File: src/rtl/traffic_pkg.sv
// ---------------------------------------------------------------------------
// traffic_pkg
//
// Shared definitions for the multi-approach traffic phase controller.
//   - PH_* : 3-bit phase encodings, also driven on the debug 'phase' port
//   - state_e : controller state type, encoded with the PH_* values
//   - idx_width() : width of an approach index for a given approach count
// ---------------------------------------------------------------------------
package traffic_pkg;

  // Phase encodings. The debug port shows these values directly, so they are
  // kept stable and independent of the enum declaration order.
  localparam logic [2:0] PH_GREEN  = 3'd0;
  localparam logic [2:0] PH_YELLOW = 3'd1;
  localparam logic [2:0] PH_ALLRED = 3'd2;
  localparam logic [2:0] PH_WALK   = 3'd3;
  localparam logic [2:0] PH_FLASH  = 3'd4;

  typedef enum logic [2:0] {
    ST_GREEN  = PH_GREEN,
    ST_YELLOW = PH_YELLOW,
    ST_ALLRED = PH_ALLRED,
    ST_WALK   = PH_WALK,
    ST_FLASH  = PH_FLASH
  } state_e;

  // Bits needed to index n approaches. A single bit is the floor, so the
  // index port never collapses to zero width.
  function automatic int idx_width(input int n);
    return (n <= 2) ? 1 : $clog2(n);
  endfunction

endpackage

File: src/rtl/rr_next_way.sv
// ---------------------------------------------------------------------------
// rr_next_way
//
// Combinational round-robin approach selector.
//   pend      in  NUM_WAYS  pending demand per approach
//   cur_way   in  IDX_W     approach currently or most recently served
//   next_way  out IDX_W     first pending approach after cur_way (wrapping,
//                           cur_way itself checked last); cur_way+1 when
//                           nothing is pending
//   any_pend  out 1         at least one approach has demand
// ---------------------------------------------------------------------------
module rr_next_way
  import traffic_pkg::*;
#(
  parameter int NUM_WAYS = 2,
  localparam int IDX_W = idx_width(NUM_WAYS)
) (
  input  logic [NUM_WAYS-1:0] pend,
  input  logic [IDX_W-1:0]    cur_way,
  output logic [IDX_W-1:0]    next_way,
  output logic                any_pend
);

  // Walk the approaches starting just after the one being served and keep
  // the first one with demand. Offsets run 1..NUM_WAYS so the current
  // approach is the final candidate, which lets a request that arrived for
  // it after its green ended still be picked up once everyone else is done.
  always_comb begin
    logic             found;
    logic [IDX_W-1:0] cand;
    found    = 1'b0;
    cand     = '0;
    next_way = IDX_W'((int'(cur_way) + 1) % NUM_WAYS);
    for (int k = 1; k <= NUM_WAYS; k++) begin
      cand = IDX_W'((int'(cur_way) + k) % NUM_WAYS);
      if (!found && pend[cand]) begin
        next_way = cand;
        found    = 1'b1;
      end
    end
  end

  assign any_pend = |pend;

endmodule

File: src/rtl/traffic_phase_ctrl.sv
// ---------------------------------------------------------------------------
// traffic_phase_ctrl
//
// Multi-approach traffic signal controller. Approaches are served
// round-robin on demand: GREEN -> YELLOW -> ALLRED -> (WALK) -> GREEN of the
// next approach. A maintenance request forces a flashing-yellow mode that
// exits through a full all-red clearance.
//
// Ports:
//   clk       in  1         system clock
//   rst       in  1         asynchronous reset, active-low
//   veh_req   in  NUM_WAYS  per-approach vehicle demand (level or pulse)
//   ped_req   in  1         pedestrian push-button (pulse)
//   flash_en  in  1         maintenance flash request (level)
//   green     out NUM_WAYS  per-approach green lamp
//   yellow    out NUM_WAYS  per-approach yellow lamp
//   red       out NUM_WAYS  per-approach red lamp
//   walk      out 1         pedestrian walk lamp
//   cur_way   out IDX_W     approach currently or most recently served
//   phase     out 3         current state encoding (debug)
//
// Every output comes straight from a flop; the lamp flops are loaded with
// the lamp pattern of the state being entered, so lamps change on the same
// edge as the state.
// ---------------------------------------------------------------------------
module traffic_phase_ctrl
  import traffic_pkg::*;
#(
  parameter int NUM_WAYS   = 2,
  parameter int CNT_W      = 16,
  parameter int GREEN_MIN  = 30,
  parameter int YELLOW_CYC = 5,
  parameter int ALLRED_CYC = 2,
  parameter int WALK_CYC   = 20,
  parameter int FLASH_CYC  = 4,
  localparam int IDX_W = idx_width(NUM_WAYS)
) (
  input  logic                clk,
  input  logic                rst,
  input  logic [NUM_WAYS-1:0] veh_req,
  input  logic                ped_req,
  input  logic                flash_en,
  output logic [NUM_WAYS-1:0] green,
  output logic [NUM_WAYS-1:0] yellow,
  output logic [NUM_WAYS-1:0] red,
  output logic                walk,
  output logic [IDX_W-1:0]    cur_way,
  output logic [2:0]          phase
);

  // Last timer value of each timed phase: a phase of D cycles exits on the
  // edge where the timer reads D-1.
  localparam logic [CNT_W-1:0] GREEN_LAST  = CNT_W'(GREEN_MIN - 1);
  localparam logic [CNT_W-1:0] YELLOW_LAST = CNT_W'(YELLOW_CYC - 1);
  localparam logic [CNT_W-1:0] ALLRED_LAST = CNT_W'(ALLRED_CYC - 1);
  localparam logic [CNT_W-1:0] WALK_LAST   = CNT_W'(WALK_CYC - 1);
  localparam logic [CNT_W-1:0] FLASH_LAST  = CNT_W'(FLASH_CYC - 1);

  localparam logic [NUM_WAYS-1:0] RST_GREEN = NUM_WAYS'(1);

  state_e              state_q,    state_d;
  logic [IDX_W-1:0]    cur_q,      cur_d;
  logic [CNT_W-1:0]    timer_q,    timer_d;
  logic [NUM_WAYS-1:0] pend_q,     pend_d;
  logic                ped_pend_q, ped_pend_d;
  logic                toggle_q,   toggle_d;
  logic [NUM_WAYS-1:0] green_q,    green_d;
  logic [NUM_WAYS-1:0] yellow_q,   yellow_d;
  logic [NUM_WAYS-1:0] red_q,      red_d;
  logic                walk_q,     walk_d;

  logic [NUM_WAYS-1:0] cur_oh_q;
  logic [NUM_WAYS-1:0] cur_oh_d;
  logic [NUM_WAYS-1:0] pend_view;
  logic [IDX_W-1:0]    next_way;
  logic                any_pend;

  function automatic logic [NUM_WAYS-1:0] way_onehot(input logic [IDX_W-1:0] w);
    logic [NUM_WAYS-1:0] oh;
    oh    = '0;
    oh[w] = 1'b1;
    return oh;
  endfunction

  assign cur_oh_q = way_onehot(cur_q);
  assign cur_oh_d = way_onehot(cur_d);

  // While an approach is green its own latch must not count as demand to
  // leave green. Outside GREEN the selector sees every pending approach.
  assign pend_view = (state_q == ST_GREEN) ? (pend_q & ~cur_oh_q) : pend_q;

  rr_next_way #(
    .NUM_WAYS (NUM_WAYS)
  ) u_rr_next_way (
    .pend     (pend_view),
    .cur_way  (cur_q),
    .next_way (next_way),
    .any_pend (any_pend)
  );

  // Next-state and served-approach selection. Maintenance flash overrides
  // everything; otherwise each timed phase exits on its last timer value.
  // GREEN only leaves when someone else is waiting, so an idle junction
  // rests on the current approach.
  always_comb begin
    state_d = state_q;
    cur_d   = cur_q;
    if (flash_en) begin
      state_d = ST_FLASH;
    end else begin
      case (state_q)
        ST_GREEN: begin
          if (timer_q >= GREEN_LAST && (any_pend || ped_pend_q)) begin
            state_d = ST_YELLOW;
          end
        end
        ST_YELLOW: begin
          if (timer_q >= YELLOW_LAST) begin
            state_d = ST_ALLRED;
          end
        end
        ST_ALLRED: begin
          if (timer_q >= ALLRED_LAST) begin
            if (ped_pend_q) begin
              state_d = ST_WALK;
            end else begin
              state_d = ST_GREEN;
              cur_d   = next_way;
            end
          end
        end
        ST_WALK: begin
          if (timer_q >= WALK_LAST) begin
            state_d = ST_GREEN;
            cur_d   = next_way;
          end
        end
        ST_FLASH: begin
          state_d = ST_ALLRED;
        end
        default: begin
          state_d = ST_ALLRED;
        end
      endcase
    end
  end

  // Phase timer and flash toggle. Any state change restarts the timer and
  // re-arms the toggle so flash always opens with the lamps on. In FLASH the
  // timer counts one half-period and wraps; in GREEN it saturates so a long
  // rest cannot wrap back below the minimum-green threshold.
  always_comb begin
    timer_d  = timer_q;
    toggle_d = toggle_q;
    if (state_d != state_q) begin
      timer_d  = '0;
      toggle_d = 1'b1;
    end else if (state_q == ST_FLASH) begin
      if (timer_q >= FLASH_LAST) begin
        timer_d  = '0;
        toggle_d = ~toggle_q;
      end else begin
        timer_d = timer_q + CNT_W'(1);
      end
    end else if (timer_q != '1) begin
      timer_d = timer_q + CNT_W'(1);
    end
  end

  // Demand latches. Requests accumulate, except that a request for the
  // approach currently showing green is absorbed. On entry to an approach's
  // green (or to WALK) the matching latch is cleared, but a request landing
  // on that same edge is kept.
  always_comb begin
    pend_d = pend_q | veh_req;
    if (state_q == ST_GREEN) begin
      pend_d = pend_d & ~cur_oh_q;
    end
    if (state_d == ST_GREEN && state_q != ST_GREEN) begin
      pend_d = (pend_d & ~cur_oh_d) | (veh_req & cur_oh_d);
    end
    ped_pend_d = ped_pend_q | ped_req;
    if (state_d == ST_WALK && state_q != ST_WALK) begin
      ped_pend_d = ped_req;
    end
  end

  // Lamp pattern for the state being entered. Everything not explicitly lit
  // is red, except in FLASH where every lamp but the shared yellow is dark.
  always_comb begin
    green_d  = '0;
    yellow_d = '0;
    red_d    = '1;
    walk_d   = 1'b0;
    case (state_d)
      ST_GREEN: begin
        green_d = cur_oh_d;
        red_d   = ~cur_oh_d;
      end
      ST_YELLOW: begin
        yellow_d = cur_oh_d;
        red_d    = ~cur_oh_d;
      end
      ST_ALLRED: begin
        red_d = '1;
      end
      ST_WALK: begin
        walk_d = 1'b1;
      end
      ST_FLASH: begin
        red_d    = '0;
        yellow_d = {NUM_WAYS{toggle_d}};
      end
      default: begin
        red_d = '1;
      end
    endcase
  end

  // State, timer, latch and lamp registers. Reset lands on approach 0 green
  // with all demand forgotten.
  always_ff @(posedge clk or negedge rst) begin
    if (!rst) begin
      state_q    <= ST_GREEN;
      cur_q      <= '0;
      timer_q    <= '0;
      pend_q     <= '0;
      ped_pend_q <= 1'b0;
      toggle_q   <= 1'b1;
      green_q    <= RST_GREEN;
      yellow_q   <= '0;
      red_q      <= ~RST_GREEN;
      walk_q     <= 1'b0;
    end else begin
      state_q    <= state_d;
      cur_q      <= cur_d;
      timer_q    <= timer_d;
      pend_q     <= pend_d;
      ped_pend_q <= ped_pend_d;
      toggle_q   <= toggle_d;
      green_q    <= green_d;
      yellow_q   <= yellow_d;
      red_q      <= red_d;
      walk_q     <= walk_d;
    end
  end

  assign green   = green_q;
  assign yellow  = yellow_q;
  assign red     = red_q;
  assign walk    = walk_q;
  assign cur_way = cur_q;
  assign phase   = state_q;

endmodule

File: config.mk
export PLATFORM = sky130hd
export DESIGN_NAME = traffic_phase_ctrl
export DESIGN_NICKNAME = d
export VERILOG_FILES = /design/src/rtl/traffic_pkg.sv /design/src/rtl/rr_next_way.sv /design/src/rtl/traffic_phase_ctrl.sv
export SDC_FILE = /design/constraint.sdc
export NUM_CORES = 1
export LEC_CHECK = 0
export CORE_MARGIN = 10
export CORE_UTILIZATION = 40
export CTS_CLUSTER_SIZE = 30
export DETAILED_ROUTE_END_ITERATION = 10
export DONT_BUFFER_PORTS = 1
export GPL_TIMING_DRIVEN = 0
export SYNTH_ARGS = -nofsm -noshare
export SYNTH_HDL_FRONTEND = slang
export SYNTH_HIERARCHICAL = 1
export SYNTH_SLANG_ARGS = --single-unit
File: constraint.sdc
create_clock -name clk -period 6.65 [get_ports clk]
set_clock_uncertainty 0.1 [all_clocks]
set_input_delay 1.995 -clock clk [delete_from_list [all_inputs] [get_ports clk]]
set_output_delay 1.995 -clock clk [all_outputs]
set_load 0.01 [all_outputs]
==> reports/metrics.csv, run 1 <==
metric,value,unit
rr_startpoint,phase[2]$_DFF_PN0_,
overflow,0,
tritoncts,yes,
p_seq_share,46.4,%
critPathSlowestCell,or4b_1,
post-route-period-util,49.5,%
rsz0062_at_grt,no,
drive_gt1_share,16.4,%
yosysWarnings,6,
grt_pass1_vias,1463,
synth_cells,205,
final-setup-viol-count,0,
syn_avg_cell_area,9.34,sq um
outcome,completed,
pwr-share-clk,43.8,%
vias_per_cell,5.36,
dr.first_iter.drc_count,67,
synth_commonest_cells,"28 x dfrtp_1, 25 x nand2_1, 17 x nor2_1",
clk_latency,0.28,ns
cap_viol_max_count,0,
routed_wl,4100,um
areaGrowthSynthToFinish,9.67,%
cts_max_level,2,
numClockSinks,31,
synth.area.top_cells,"dfrtp_1 37%, nand2_1 4.9%, xnor2_1 4.6%",
die_area,7950,sq um
post_cts_resized,0,
io_pins,17,
worst_slack,3.36,ns
path_class,input port to flop,
max_freq,0.304,GHz
multi_input_area,1000,sq um
tns,0,ns
clkTransAtPathRegs,0.07,ns
grt_first_pass_wirelength,7330,um
fillCellCount,463,
syn-num-nets,215,
report.final.hold_viol_count,0,
worstMarginPinSlew,0.661,ns
p_switching,104,uW
regArea,779,sq um
synth_cell_types,55,
synth-main-ff-cell,dfrtp_1,
cp-start-kind,input port,
worst_path_most_repeated_cell,a21oi_1,
die_w,89.2,um
core,4690,sq um
grtUsageTotal,11.8,%
crit_buf_inv,2,
total_power,439,uW
critPathMaxStageDelay,0.50,ns
slew_violations,0,
stdcell_area,2100,sq um
final_nets,222,
cts-root-buf,clkbuf_8,
grt_max_degree,32,
cts_setup_buffers,0,
cp_cell_sequence,"or2_2, a21oi_1, a21oi_1, or4b_1, buf_6, buf_8, a21oi_2",
cp-end-kind,flop,
cts.path.max_buffers,2,
synth_async_sr_flop_share,100,%
synth-seq-cells,31,
p_int,335,uW
placed_cell_area,1980,sq um
period_needed,3.29,ns
whs,0.442,ns
cp_top_family,simple AND/OR/NAND/NOR gates,
required,6.76,ns
hpwl,2980,um
yosysTopAreaCell,dfrtp_1,
yosysSeqAreaShare,40.7,%
syn_area,1910,sq um
avgRoutedWirePerCell,15.4,um
pre_cts_ws,3.07,ns
drc,0,
final_cells,267,
vdd_drop_max,0.0955,mV
num_vias,1430,
grt_antenna_before_repair,0,
ant_nets,0,
die_y,89.2,um
power_frac_comb,9.8,%
arrival,3.40,ns
dp_cells,259,
worstHoldStart,pend_q[1]$_DFF_PN0_,
portBuffers,0,
place.gp.congestion,0.876,
dr.pass1.iters,4,
postCtsHoldBufs,0,
hold_class,flop to flop,
power.density,209,nW/um^2
final_util,44.7,%
std_cell_rows,25,
antennaDiodeCount,0,
cts-buffers-inserted,5,
synth_edf_count,0,
slew_headroom,55.5,%
yosys.area.top_type_share,36.6,%
swShare,23.7,%
start_util,40.8,%
synth_most_common_cell,dfrtp_1,
crit_start,flash_en,
critical_path_peak_fanout,10,
leakage,0.863,nW
==> state kept, by name, summed over array words and instances (netlist names) <==
| signal | flops |
|---|---|
| cur_way | 1 |
| green | 2 |
| ped_pend_q | 1 |
| pend_q | 2 |
| phase | 3 |
| red | 2 |
| timer_q | 16 |
| toggle_q | 1 |
| walk | 1 |
| yellow | 2 |
==> worst paths after layout <==
kind,endpoint,cells past startpoint,slack (ns)
min,pend_q[1]$_DFF_PN0_,2,0.44
max in group asynchronous,toggle_q$_DFF_PN1_,0,4.98
max reg2reg,timer_q[12]$_DFFE_PN0P_,11,3.89
max,timer_q[12]$_DFFE_PN0P_,7,3.36
min reg2reg,pend_q[1]$_DFF_PN0_,2,0.44
min in group asynchronous,phase[2]$_DFF_PN0_,0,1.30
==> placed cells by master, fill, tap and decap left out, types with 3 or more instances in the layout <==
| master | Yosys | routed |
|---|---|---|
| xnor2_1 | 10 | 10 |
| nand4_1 | 4 | 4 |
| dfrtp_1 | 28 | 28 |
| nor2_1 | 17 | 17 |
| nand3b_1 | 3 | 3 |
| a21oi_1 | 9 | 9 |
| o21bai_1 | 3 | 3 |
| a211oi_1 | 3 | 3 |
| nor3_1 | 10 | 10 |
| nand3_1 | 10 | 10 |
| dfstp_2 | 3 | 3 |
| and3_1 | 3 | 3 |
| ha_1 | 4 | 4 |
| nand2_1 | 25 | 25 |
| o21ai_0 | 4 | 4 |
| buf_6 | 3 | 3 |
| nor4_1 | 3 | 3 |
| clkbuf_8 | 1 | 7 |
| a21oi_2 | 8 | 8 |
| xor2_1 | 5 | 5 |
| nor2b_1 | 3 | 3 |
| inv_1 | 9 | 9 |
==> cell type report <==
| type | instances | area share, % |
|---|---|---|
| Clock buffer | 6 | 3.93 |
| Inverter | 9 | 1.61 |
| Sequential cell | 31 | 37.1 |
| Multi-Input combinational cell | 154 | 47.6 |
| Clock inverter | 2 | 1.67 |
| Buffer | 11 | 4.83 |
| Tap cell | 54 | 3.22 |
==> worst min-delay path, stage by stage (launching register included) <==
cell     delay [ns]
dfrtp_1        0.34
a21oi_1        0.06
a21oi_1        0.10
==> metal layers <==
| layer | GRT usage, % | up-vias | part of all wire, % |
|---|---|---|---|
| li1 | - | 731 | - |
| met1 | 15.9 | 674 | 49 |
| met2 | 16.9 | 19 | 45 |
| met3 | 3.74 | 6 | 4.0 |
| met4 | 4.77 | 0 | 1.5 |
| met5 | 0 | - | 0 |
==> cells by family after synthesis <==
family / after synthesis / synth area share (%)
compound gates: 41 / 15.7
simple gates: 93 / 26.5
fa+ha+maj: 5 / 3.20
flops: 31 / 40.7
xor+xnor: 15 / 6.86
buf+inv: 20 / 7.06
==> power by group through the flow <==
stage | sequential [mW] | combinational, mW | clock (mW)
final | 0.204 | 0.0430 | 0.193
after global routing | 0.205 | 0.0496 | 0.206
after CTS | 0.204 | 0.0434 | 0.198
after detailed placement | 0.207 | 0.0429 | 0
after global placement | 0.207 | 0.0429 | 0
after floorplan | 0.205 | 0.0352 | 0
Power figures use the tool's default switching activity.
==> run 2: changes to the inputs <==
Clock period 6.65 ns to 3.1 ns, I/O delays scaled along.
==> results of run 2 <==
The final DEF is identical to that of run 1. Status: completed.
Among the figures that moved: setup slack after placement 3.07 ns -> 0.363 ns; setup slack after layout 3.36 ns -> 0.339 ns; hold slack 0.442 ns -> 0.234 ns; start point of the critical path flash_en -> phase[2]$_DFF_PN0_; register-to-register setup slack 3.89 ns -> 0.34 ns; total power 0.439 mW -> 0.942 mW; worst IR drop on VDD 0.0955 mV -> 0.205 mV
==> run 3: changes to the inputs <==
Settings changed: CTS_BUF_LIST set to sky130_fd_sc_hd__clkbuf_16.
==> run 3 against run 2 <==
Net effect:
- global-route usage decreased by 0.26 points
- sequential share of layout area decreased by 0.80 points
- highest routed layer unchanged
- maximum frequency increased by 1.0%
- largest power group is now clock
- die area unchanged
- power increased by 14%
- sequential power about the same
- first-iteration DRC count decreased by 16%
- via count decreased by 0.56%
- cell count unchanged
- register-to-register slack improved by 0.03 ns
==> reports/metrics.csv, run 3 (synthesis results as in run 1) <==
metric,value,unit
portBuffers,0,
dr.first_iter.drc_count,56,
grt_max_degree,32,
reg2reg_slack,0.37,ns
grtUsageTotal,11.5,%
worstMarginPinSlew,0.663,ns
slew_violations,0,
post-route-period-util,88.2,%
avgRoutedWirePerCell,15.4,um
max_freq,0.366,GHz
die_area,7950,sq um
std_cell_rows,25,
cp-end-kind,flop,
clk_latency,0.27,ns
place.gp.congestion,0.876,
slew_headroom,55.4,%
cts-buffers-inserted,5,
cts-root-buf,clkbuf_16,
cts_setup_buffers,0,
hpwl,2980,um
hold_class,input port to async pin,
final_util,45.7,%
routed_wl,4120,um
top_register,timer_q,
cts_max_level,2,
multi_input_area,1000,sq um
cts.path.max_buffers,2,
layout_common_cells,"28 x dfrtp_1, 25 x nand2_1, 17 x nor2_1",
final_common_cell,dfrtp_1,
path_class,flop to flop,
drive_gt1_share,16.0,%
report.final.hold_viol_count,0,
tritoncts,yes,
final-setup-viol-count,0,
largest_reg_flops,16,
grt_pass1_vias,1465,
arrival,2.84,ns
post_cts_resized,0,
cap_viol_max_count,0,
fillCellCount,458,
antennaDiodeCount,0,
grt_first_pass_wirelength,7310,um
io_pins,17,
vdd_drop_max,0.173,mV
required,3.20,ns
numClockSinks,31,
regArea,779,sq um
clkTransAtPathRegs,0.05,ns
core,4690,sq um
power.density,500,nW/um^2
period_needed,2.73,ns
grt_antenna_before_repair,0,
leakage,0.883,nW
die_w,89.2,um
start_util,40.8,%
postCtsHoldBufs,0,
die_y,89.2,um
vias_per_cell,5.33,
outcome,completed,
ant_nets,0,
rsz0062_at_grt,no,
dr.pass1.iters,4,
final_nets,222,
cp-start-kind,flop,
areaGrowthSynthToFinish,12.1,%
drc,0,
num_vias,1422,
overflow,0,
tns,0,ns
critical_path_peak_fanout,10,
## run 3: cell count changes in the layout (fill, tap and decap cells not counted), sizes merged
| cell | delta |
|---|---|
| clkinv | +1 |
| clkbuf | -1 |
## run 3: worst paths after layout
| path | cells after the start | startpoint | to |
|---|---|---|---|
| max | 11 | phase[2]$_DFF_PN0_ | timer_q[13]$_DFFE_PN0P_ |
| min | 0 | rst | timer_q[0]$_DFFE_PN0P_ |
| max reg2reg | 11 | phase[2]$_DFF_PN0_ | timer_q[13]$_DFFE_PN0P_ |
| min reg2reg | 2 | pend_q[1]$_DFF_PN0_ | pend_q[1]$_DFF_PN0_ |
| max in group asynchronous | 0 | rst | toggle_q$_DFF_PN1_ |
| min in group clk | 2 | pend_q[1]$_DFF_PN0_ | pend_q[1]$_DFF_PN0_ |
## run 3: worst max-delay path, stage by stage (launching register included)
cell and delay (ns):
dfrtp_1 0.42, buf_6 0.16, or3_1 0.41, o21a_1 0.20
or2_1 0.22, nor2_1 0.11, nor2_1 0.07, nand4b_1 0.09
or4b_1 0.47, buf_6 0.16, buf_8 0.14, a21oi_2 0.10
## run 3: stage by stage
stage / cell area [sq um] / hold slack (ns) / power, mW / setup slack (ns) / std cells
6_report: 2150 / 0.249 / 1.07 / 0.366 / 267
5_1_grt: 2150 / 0.243 / 1.11 / 0.143 / 267
4_1_cts: 2150 / 0.247 / 1.08 / 0.345 / 267
3_5_place_dp: 1980 / 0.441 / 0.537 / 0.363 / 259
3_3_place_gp: 1980 / 0.424 / 0.537 / 0.366 / 259
2_1_floorplan: 1910 / 0.400 / 0.516 / 0.563 / 205
## run 3: report_power, final
group          leakage, nW  switching [mW]  internal (mW)  total, mW
logic                0.404          0.0533         0.0394     0.0928
clock network       0.0812           0.169          0.374      0.543
registers            0.399          0.0173          0.421      0.438
## run 3: area by class of cell
cell class | instances | share of cell area [%]
clock buffer | 5 | 5.83
buffer | 11 | 4.72
tap | 54 | 3.15
multi-input combinational | 154 | 46.6
sequential | 31 | 36.3
clock inverter | 3 | 1.81
inverter | 9 | 1.57
## run 3: per-layer routing
| layer | GRT usage [%] | vias to the layer above | share of wire (%) |
|---|---|---|---|
| met1 | 15.7 | 666 | 50 |
| met4 | 3.90 | 0 | 1.5 |
| met3 | 2.92 | 7 | 4.0 |
| met5 | 0 | - | 0 |
| met2 | 17.2 | 17 | 45 |
| li1 | - | 732 | - |
